--- config.mk ---
export PLATFORM = sky130hd
export DESIGN_NAME = width_conv_fifo
export DESIGN_NICKNAME = d
export VERILOG_FILES = /design/src/rtl/width_conv_fifo_pkg.sv /design/src/rtl/width_conv_fifo_slot_ram.sv /design/src/rtl/width_conv_fifo.sv
export SDC_FILE = /design/constraint.sdc
export NUM_CORES = 1
export LEC_CHECK = 0
export BUFFER_PORTS_ARGS = -buffer_cell sky130_fd_sc_hd__buf_2
export CAP_MARGIN = 20
export CORE_AREA = 2 2 344 346
export CTS_CLUSTER_SIZE = 30
export DETAILED_ROUTE_END_ITERATION = 8
export DIE_AREA = 0 0 346 348
export PLACE_DENSITY_LB_ADDON = 0.2
export SLEW_MARGIN = 30
export SYNTH_ARGS = -nofsm -noshare
export SYNTH_HDL_FRONTEND = slang
export SYNTH_SLANG_ARGS = --single-unit
--- constraint.sdc ---
create_clock -name clock -period 4.6 [get_ports clock]
set_clock_uncertainty 0.2 [all_clocks]
set_input_delay 0.92 -clock clock [delete_from_list [all_inputs] [get_ports clock]]
set_output_delay 0.92 -clock clock [all_outputs]
set_load 0.005 [all_outputs]
--- src/rtl/width_conv_fifo_pkg.sv ---
// Shared constants and geometry helpers for the width-converting FIFO.
// Storage is organised in slots of the narrower port width.
package width_conv_fifo_pkg;

    localparam string MODE_STD  = "STD";
    localparam string MODE_FWFT = "FWFT";
    localparam string DIR_LSB   = "LSB";
    localparam string DIR_MSB   = "MSB";

    function automatic int unit_width(input int a, input int b);
        return (a < b) ? a : b;
    endfunction

    function automatic int slot_ratio(input int width, input int unit);
        return width / unit;
    endfunction

    function automatic int slot_count(input int depth, input int width, input int unit);
        return depth * width / unit;
    endfunction

endpackage

--- src/rtl/width_conv_fifo_slot_ram.sv ---
// Slot-granular register array: one write port covering RW consecutive slots
// and one asynchronous read port covering RR consecutive slots.
module width_conv_fifo_slot_ram #(
    parameter int U  = 16,
    parameter int N  = 64,
    parameter int RW = 1,
    parameter int RR = 4,
    parameter int AW = 6
) (
    input  logic             clock,
    input  logic             we,
    input  logic [AW-1:0]    waddr,
    input  logic [RW*U-1:0]  wdata,
    input  logic [AW-1:0]    raddr,
    output logic [RR*U-1:0]  rdata
);

    logic [U-1:0] mem [N];

    // Addresses are always multiples of RW/RR, so a group never straddles the wrap.
    always_ff @(posedge clock) begin
        if (we) begin
            for (int k = 0; k < RW; k++) begin
                mem[waddr + AW'(k)] <= wdata[k*U +: U];
            end
        end
    end

    always_comb begin
        rdata = '0;
        for (int j = 0; j < RR; j++) begin
            rdata[j*U +: U] = mem[raddr + AW'(j)];
        end
    end

endmodule

--- src/rtl/width_conv_fifo.sv ---
// Single-clock FIFO with independent write/read widths (pack or split),
// exact occupancy/space counts, status flags and STD or FWFT read behaviour.
module width_conv_fifo
    import width_conv_fifo_pkg::*;
#(
    parameter int    INPUT_WIDTH       = 16,
    parameter int    OUTPUT_WIDTH      = 64,
    parameter int    WR_DEPTH          = 64,
    parameter int    RD_DEPTH          = 16,
    parameter string MODE              = "FWFT",
    parameter string DIRECTION         = "LSB",
    parameter int    PROG_FULL_THRESH  = 10,
    parameter int    PROG_EMPTY_THRESH = 10
) (
    input  logic                              clock,
    input  logic                              reset,
    input  logic                              wr_en,
    input  logic [INPUT_WIDTH-1:0]            din,
    output logic                              wr_ready,
    output logic                              wr_ack,
    output logic                              overflow,
    input  logic                              rd_en,
    output logic [OUTPUT_WIDTH-1:0]           dout,
    output logic                              valid,
    output logic                              underflow,
    output logic                              full,
    output logic                              empty,
    output logic                              almost_full,
    output logic                              almost_empty,
    output logic                              prog_full,
    output logic                              prog_empty,
    output logic [$clog2(WR_DEPTH):0]         wr_data_count,
    output logic [$clog2(WR_DEPTH):0]         wr_data_space,
    output logic [$clog2(RD_DEPTH):0]         rd_data_count,
    output logic [$clog2(RD_DEPTH):0]         rd_data_space
);

    localparam int U    = unit_width(INPUT_WIDTH, OUTPUT_WIDTH);
    localparam int RW   = slot_ratio(INPUT_WIDTH, U);
    localparam int RR   = slot_ratio(OUTPUT_WIDTH, U);
    localparam int N    = slot_count(WR_DEPTH, INPUT_WIDTH, U);
    localparam int AW   = $clog2(N);
    localparam int PW   = AW + 1;
    localparam int FW   = PW + 1;
    localparam int WCW  = $clog2(WR_DEPTH) + 1;
    localparam int RCW  = $clog2(RD_DEPTH) + 1;
    localparam int RWS  = $clog2(RW);
    localparam int RRS  = $clog2(RR);
    localparam bit IS_FWFT = (MODE == MODE_FWFT);
    localparam bit IS_MSB  = (DIRECTION == DIR_MSB);

    logic [PW-1:0]           wptr;
    logic [PW-1:0]           rptr;
    logic [PW-1:0]           used;
    logic [FW-1:0]           free_slots;
    logic                    do_wr;
    logic                    do_rd;
    logic [INPUT_WIDTH-1:0]  wdata;
    logic [OUTPUT_WIDTH-1:0] rdata;
    logic [OUTPUT_WIDTH-1:0] rword;

    assign used          = wptr - rptr;
    assign free_slots    = FW'(N) - {1'b0, used};
    assign wr_data_space = WCW'(free_slots >> RWS);
    assign wr_data_count = WCW'(WR_DEPTH) - wr_data_space;
    assign rd_data_count = RCW'(used >> RRS);
    assign rd_data_space = RCW'(RD_DEPTH) - rd_data_count;

    assign full         = (wr_data_space == '0);
    assign empty        = (rd_data_count == '0);
    assign almost_full  = (wr_data_space == WCW'(1));
    assign almost_empty = (rd_data_count == RCW'(1));
    assign prog_full    = (int'(wr_data_count) >= PROG_FULL_THRESH);
    assign prog_empty   = (int'(rd_data_count) <= PROG_EMPTY_THRESH);
    assign wr_ready     = ~full;

    // Both requests are judged against start-of-cycle flags.
    assign do_wr = wr_en & ~full & ~reset;
    assign do_rd = rd_en & ~empty & ~reset;

    // Slots are stored in arrival order; DIRECTION only changes slice mapping.
    always_comb begin
        wdata = '0;
        for (int k = 0; k < RW; k++) begin
            wdata[k*U +: U] = IS_MSB ? din[(RW-1-k)*U +: U] : din[k*U +: U];
        end
    end

    always_comb begin
        rword = '0;
        for (int j = 0; j < RR; j++) begin
            rword[j*U +: U] = IS_MSB ? rdata[(RR-1-j)*U +: U] : rdata[j*U +: U];
        end
    end

    width_conv_fifo_slot_ram #(
        .U  (U),
        .N  (N),
        .RW (RW),
        .RR (RR),
        .AW (AW)
    ) u_ram (
        .clock (clock),
        .we    (do_wr),
        .waddr (wptr[AW-1:0]),
        .wdata (wdata),
        .raddr (rptr[AW-1:0]),
        .rdata (rdata)
    );

    always_ff @(posedge clock) begin
        if (reset) begin
            wptr      <= '0;
            rptr      <= '0;
            wr_ack    <= 1'b0;
            overflow  <= 1'b0;
            underflow <= 1'b0;
        end else begin
            if (do_wr) wptr <= wptr + PW'(RW);
            if (do_rd) rptr <= rptr + PW'(RR);
            wr_ack    <= do_wr;
            overflow  <= wr_en & full;
            underflow <= rd_en & empty;
        end
    end

    generate
        if (IS_FWFT) begin : g_fwft
            assign dout  = empty ? '0 : rword;
            assign valid = ~empty;
        end else begin : g_std
            always_ff @(posedge clock) begin
                if (reset) begin
                    dout  <= '0;
                    valid <= 1'b0;
                end else begin
                    valid <= do_rd;
                    if (do_rd) dout <= rword;
                end
            end
        end
    endgenerate

endmodule

# Yosys cells after proc, flatten, opt, wreduce, memory -nomap -nowiden
# Memory sizes are Yosys's and may differ from the RTL's. A register that Yosys moved wholly into a read port is not among the register bits.
# Index checks and enable logic that the tools add are counted.
# W data, S select, Z words.
totals:
  regBits: 17
  mem_bits_rw: 1024
  input_bits: 20
  out_inout_bits: 99
  word_cells: 35
  memories: 1
mem_list:
  columns: ["name", "depth", "word_bits", "rd", "rd_ports_with_merged_regs", "wr", "line", "text"]
  rows:
  - ["u_ram.mem", 64, 16, 4, 1, 1, "width_conv_fifo_slot_ram.sv:18", "logic [U-1:0] mem [N];"]
op_classes:
  addsub: 9
  n_lt_le_gt_ge: 2
  n_eq_ne: 2
  n_mux: 5
  n_bitwise: 9
  reduce_logical: 2
ops:
  columns: ["cell", "count"]
  rows:
  - ["$mux W64", 1]
  - ["$sub A7 B7 Y7 const A", 2]
  - ["$add A6 B2 Y6 const B", 2]
  - ["$mux W6", 2]
  - ["$add A7 B1 Y7 const B", 1]
  - ["$add A7 B3 Y7 const B", 1]
  - ["$eq A7 B1 Y1 const B", 1]
  - ["$ge A7 B4 Y1 const B", 1]
  - ["$logic_not A7 Y1", 1]
  - ["$sub A7 B7 Y7", 1]
  - ["$add A6 B1 Y6 const B", 1]
  - ["$and A1 B1 Y1", 6]
  - ["$eq A5 B1 Y1 const B", 1]
  - ["$le A5 B4 Y1 const B", 1]
  - ["$logic_not A5 Y1", 1]
  - ["$sub A5 B5 Y5 const A", 1]
  - ["$not A1 Y1", 3]
  - ["$mux W1", 2]

# Logic depth before layout (Yosys ltp)
depth:
  ltp_word: 8
  ltp_mapped: 15
  ltp_nobuf: 12

# Cells and area by module
# From an unflattened synthesis, not the netlist that was laid out.
hier_totals:
  hier_cells: 4091
  hier_area_um2: 65758.1
modules_own_cells:
  columns: ["mod", "instances", "cells_each", "area_per_inst_um2", "seq_area_each_um2"]
  rows:
  - ["width_conv_fifo_slot_ram", 1, 3833, 63848.7, 30749.5]
  - ["width_conv_fifo", 1, 258, 1909.3, 300.3]

# Worst setup path after synthesis
# Ideal clock, no wire load.
synth_timing:
  path_type: "reg2out"
  from: "register wptr[2]"
  to: "output prog_full"
  arrival_time_ps: 3798
  required_time_ps: 3480
  path_slack_ps: -318
  stages_incl_launch_ff: 13
  path_buffers: 3
  cell_sequence: "dfxtp_1 -> clkbuf_1 -> inv_1 -> ha_1 -> fa_1 -> clkbuf_1 -> nand2_1 -> nor4_4 -> xnor3_1 -> or3_1 -> buf_6 -> xnor2_1 -> or4_1"
synth_between:
  elab_chain_len: 4
synth_lines:
  columns: ["item", "line", "text"]
  rows:
  - ["from (decl)", "width_conv_fifo.sv:52", "logic [PW-1:0] wptr;"]
  - ["from (signal assigned)", "width_conv_fifo.sv:119", "if (do_wr) wptr <= wptr + PW'(RW);"]
  - ["$sub A7 B7 Y7", "width_conv_fifo.sv:62", "assign used = wptr - rptr;"]
  - ["$sub A7 B7 Y7", "width_conv_fifo.sv:63", "assign free_slots = FW'(N) - {1'b0, used};"]
  - ["via wr_data_space[5]", "width_conv_fifo.sv:33", "output logic [$clog2(WR_DEPTH):0] wr_data_space,"]
  - ["$sub A7 B7 Y7", "width_conv_fifo.sv:65", "assign wr_data_count = WCW'(WR_DEPTH) - wr_data_space;"]
  - ["via wr_data_count[6]", "width_conv_fifo.sv:32", "output logic [$clog2(WR_DEPTH):0] wr_data_count,"]
  - ["$ge A7 B4 Y1", "width_conv_fifo.sv:73", "assign prog_full = (int'(wr_data_count) >= PROG_FULL_THRESH);"]
  - ["to (decl)", "width_conv_fifo.sv:30", "output logic prog_full,"]
# The timed path passes the listed nets, and every way through them passes these cells.

# Worst setup path after layout
layout_timing:
  from: "register wptr[2]"
  to: "output prog_full"
layout_between:
  elab_chain_len: 4
layout_lines:
  columns: ["item", "line"]
  rows:
  - ["$sub A7 B7 Y7", "width_conv_fifo.sv:62"]
  - ["$sub A7 B7 Y7", "width_conv_fifo.sv:63"]
  - ["$sub A7 B7 Y7", "width_conv_fifo.sv:65"]
  - ["$ge A7 B4 Y1", "width_conv_fifo.sv:73"]
# Every way passes these cells.

==> impl_results.md <==
* Initial DRC Count at 1629
* Total number of vias at between 15000 and 20000
* Sequential fraction of the synthesis area at 0.767
* Die area at 120000 um^2
* R2R depth at 15
* Post-layout power at between 20000 and 30000 uW
* Clk pwr share at 0.338
* Leakage at 0.0149 uW
* Drt via density at just over 5
* FMAX at approximately 210 MHz
* Synth top area cells: edfxtp_1 (76%), mux4_2 (18%), and2_1 (1.0%)
* Met3 wire len at slightly below 6 mm
* Net Sw Frac at 0.271
* Setup crit end kind: output pin
* Cells after Synth at approximately 1700
* Placer Congestion at 0.745
* Post-Synth Simple-Gate Area at 0.0247
* Sink Count at roughly 1000
* Distinct cell type count after synthesis at 52
* Worst-path fanout max at 7
* Post-synth EDFFs at between 1000 and 1500
* Fin crit share at 1.02
* Min-delay src: rptr[6]$_SDFFE_PP0P_
* Share of power burned in registers at 0.403
* # setup viols final at 2
* Max-Cap Viols at 0
* Synth Area in Adders at 0.00481
* Critical R2R Capture: u_ram.mem[45][8]$_DFFE_PP_
* Yosys top cell by area: edfxtp_1
* Die extent in y at approximately 350 um
* Largest family of logic cells by synthesized area: multiplexers
* Power Dens Cells at between 500 and 600 nW/um^2
* Area Growth Syn to Fin at 18.0%
* Post-synth top area share at 0.758
* Nets at about 2000
* Post-synthesis register bit count at roughly 1000
* Violated checks: negative setup slack
* Status: finished with violations
* Max VDD drop at 601 uV
* Synth Area in XOR/XNOR at 0.00509
* CTS Hold Bufs at 0
* CORE AREA at approximately 120000 um^2
* Chip Width at roughly 350 um
* Syn_nets at about 1800
* Cell Area, Synth at roughly 40000 um^2
* Final Max Tran Viols at 0
* Metal-1 WL at between 40 and 50 mm
* Worst-path clk slew at approximately 0.060 ns
* Port buffer count at about 120
* FFs w/ async S/R, synth at 0
* Clock Path Buffers at 3
* TritonCTS clock tree: yes
* Cell total after placement at approximately 3400
* Critical path type: flop to output pin
* Net switching power at 7110 uW
* DRC Markers at 0
* Least-Margin Pin Slew at between 0.9 and 1 ns
* Total number of yosys warnings at 0
* Later-pin clock latency in the skew report at roughly 0.7 ns
* First-pass GRT wire length at 144 mm
* GRT Total Usage at 0.167
* Vias in the first global route at roughly 20000
* Pin count of the biggest net entering global routing at between 100 and 150
* WHS Endpoint: rptr[6]$_SDFFE_PP0P_
* Critical path startpoint category: flop
* Num ports at about 120
* Share of cells above drive strength 1 at 0.400
* Worst r2r src: wptr[2]$_SDFFE_PP0P_
* Inserted Clock Buffers at 110
* Min cycle time layout at 4.69 ns
* Wirelength, routed at 101 mm
* WP data required at about 3.5 ns
* RSZ-0062 raised after global routing: true
* DP HPWL at ~56 mm
* Routed Antenna Nets at 0
* Total grt overflow at 0
* Initial antenna violation count at 6
* Int Pwr at ~19000 uW
* TritonRoute pass-1 iters at 5
* Clk root buf: clkbuf_16
* Setup_tns at -0.117 ns
* Most used DFF post-synth: edfxtp_1
* FF-to-FF setup slack at 0.36 ns
* Non-filler instance count after layout at approximately 3600
* Fin. Hold Viols at 0
* WP data arrival at between 3 and 4 ns
* Comb pwr share at 0.259
* Hold Path Depth at 2
* Starting Density at 0.347
* Max_slew headroom at 0.357
* Routed wl met2 at between 40 and 50 mm
* Hold Path Class: flop to flop
* Top Metal Used: met4
* WL/cell at 27.7 um
* Final worst slack at -0.0879 ns
* Mux contribution to synthesized area at 0.179
* H-tree levels at 3
* Compound-cell area share of the yosys netlist at 0.00768
* Syn Area/Cell at ~23 um^2
* Standard-cell rows at around 130
power by group through the flow:
stage	Combinational (uW)	Clock, uW	Sequential (uW)
after floorplan	4000	0	10700
after global placement	6350	0	10800
after detailed placement	6390	0	10800
after CTS	6890	9090	10600
after global routing	7350	9480	10600
final	6790	8870	10600
cell type report:
class	count	area, um^2
diodes	2	5.00
clock buffers	128	2830
clock inverters	79	818
fillers	10300	69100
inverters	16	80.1
multi-input cells	589	9340
flip-flops and latches	1043	31200
well taps	1536	1920
repair buffers	239	1720
placed cells by master, fill, tap and decap left out, types with 5 or more instances in the layout:
master and instances:
buf_2 110, o211ai_4 6, nand3_1 7, buf_4 111, nor2_1 23, ha_1 10
clkinv_1 28, nor2_2 53, edfxtp_1 1024, clkbuf_1 17, dfxtp_1 11, xnor2_1 7
buf_12 9, mux4_2 320, nand2_1 12, nor3_1 6, inv_1 11, buf_6 5
bufinv_16 13, clkinvlp_4 6, xor2_1 6, clkbuf_16 110, clkinv_2 23, dfxtp_4 5
and2_1 61, nor2_4 12
stage by stage:
stage | util | setup WS [ns] | area (um^2) | hold slack, ns
2_1_floorplan | - | 0.0500 | 40600 | 0.298
3_3_place_gp | 0.374 | 0.250 | 43700 | 0.327
3_5_place_dp | 0.375 | 0.306 | 43800 | 0.326
4_1_cts | 0.408 | -0.154 | 47800 | 0.317
5_1_grt | 0.409 | -0.248 | 47900 | 0.354
6_report | 0.409 | -0.0879 | 47900 | 0.341
metal layers:
layer | track usage | vias up
li1 | - | 7874
met4 | 0.0371 | 0
met1 | 0.233 | 10300
met2 | 0.275 | 552
met5 | 0 | -
met3 | 0.0305 | 117
worst max-delay path, stage by stage (launching register included):
cell and delay [ns]:
dfxtp_2 0.35, clkinvlp_4 0.10, ha_4 0.17, fa_2 0.51, o21a_1 0.16, o32ai_2 0.35, nand2_1 0.11, or3_4 0.43
xnor2_2 0.15, or4_1 0.39, buf_2 0.14
cell families after synthesis:
logic type      after synthesis
simple gates                200
compound gates               31
fa+ha+maj                    15
xor+xnor                     19
buf+inv                     113
mux                         324
flops                      1043
state kept, by name, indices dropped and copies added, names as in the netlist, named ones only:
name / cells
wr_ack: 1
overflow: 1
wptr: 7
underflow: 1
u_ram.mem: 1024
rptr: 5
timing repair:
action                                  4_1_cts  5_1_grt
endpoints found under the setup margin       70       44
buffers inserted                             13        3
endpoints found under the hold margin         0        0
gates cloned                                  1        0
gates resized for setup                      32       13
pin swaps                                    11        3
worst max-delay path by stage:
stage | from | endpoint | cells after the start
after global routing | wptr[2]$_SDFFE_PP0P_ | prog_full | 10
after detailed placement | wptr[2]$_SDFFE_PP0P_ | prog_full | 12
after global placement | wptr[2]$_SDFFE_PP0P_ | prog_full | 12
final | wptr[2]$_SDFFE_PP0P_ | prog_full | 10
after CTS | wptr[2]$_SDFFE_PP0P_ | full | 11
after floorplan | wptr[2]$_SDFFE_PP0P_ | prog_full | 12
cells in the mapped netlist, drive strengths merged (6+ instances only):
cell type,number
inv,15
xor2,8
xnor2,10
nor3,7
mux4,320
a21oi,6
buf,34
ha,14
clkbuf,63
and2,65
nand3,7
o211ai,8
dfxtp,19
edfxtp,1024
nor2,88
nand2,13
(Power assumes the default switching activity.)
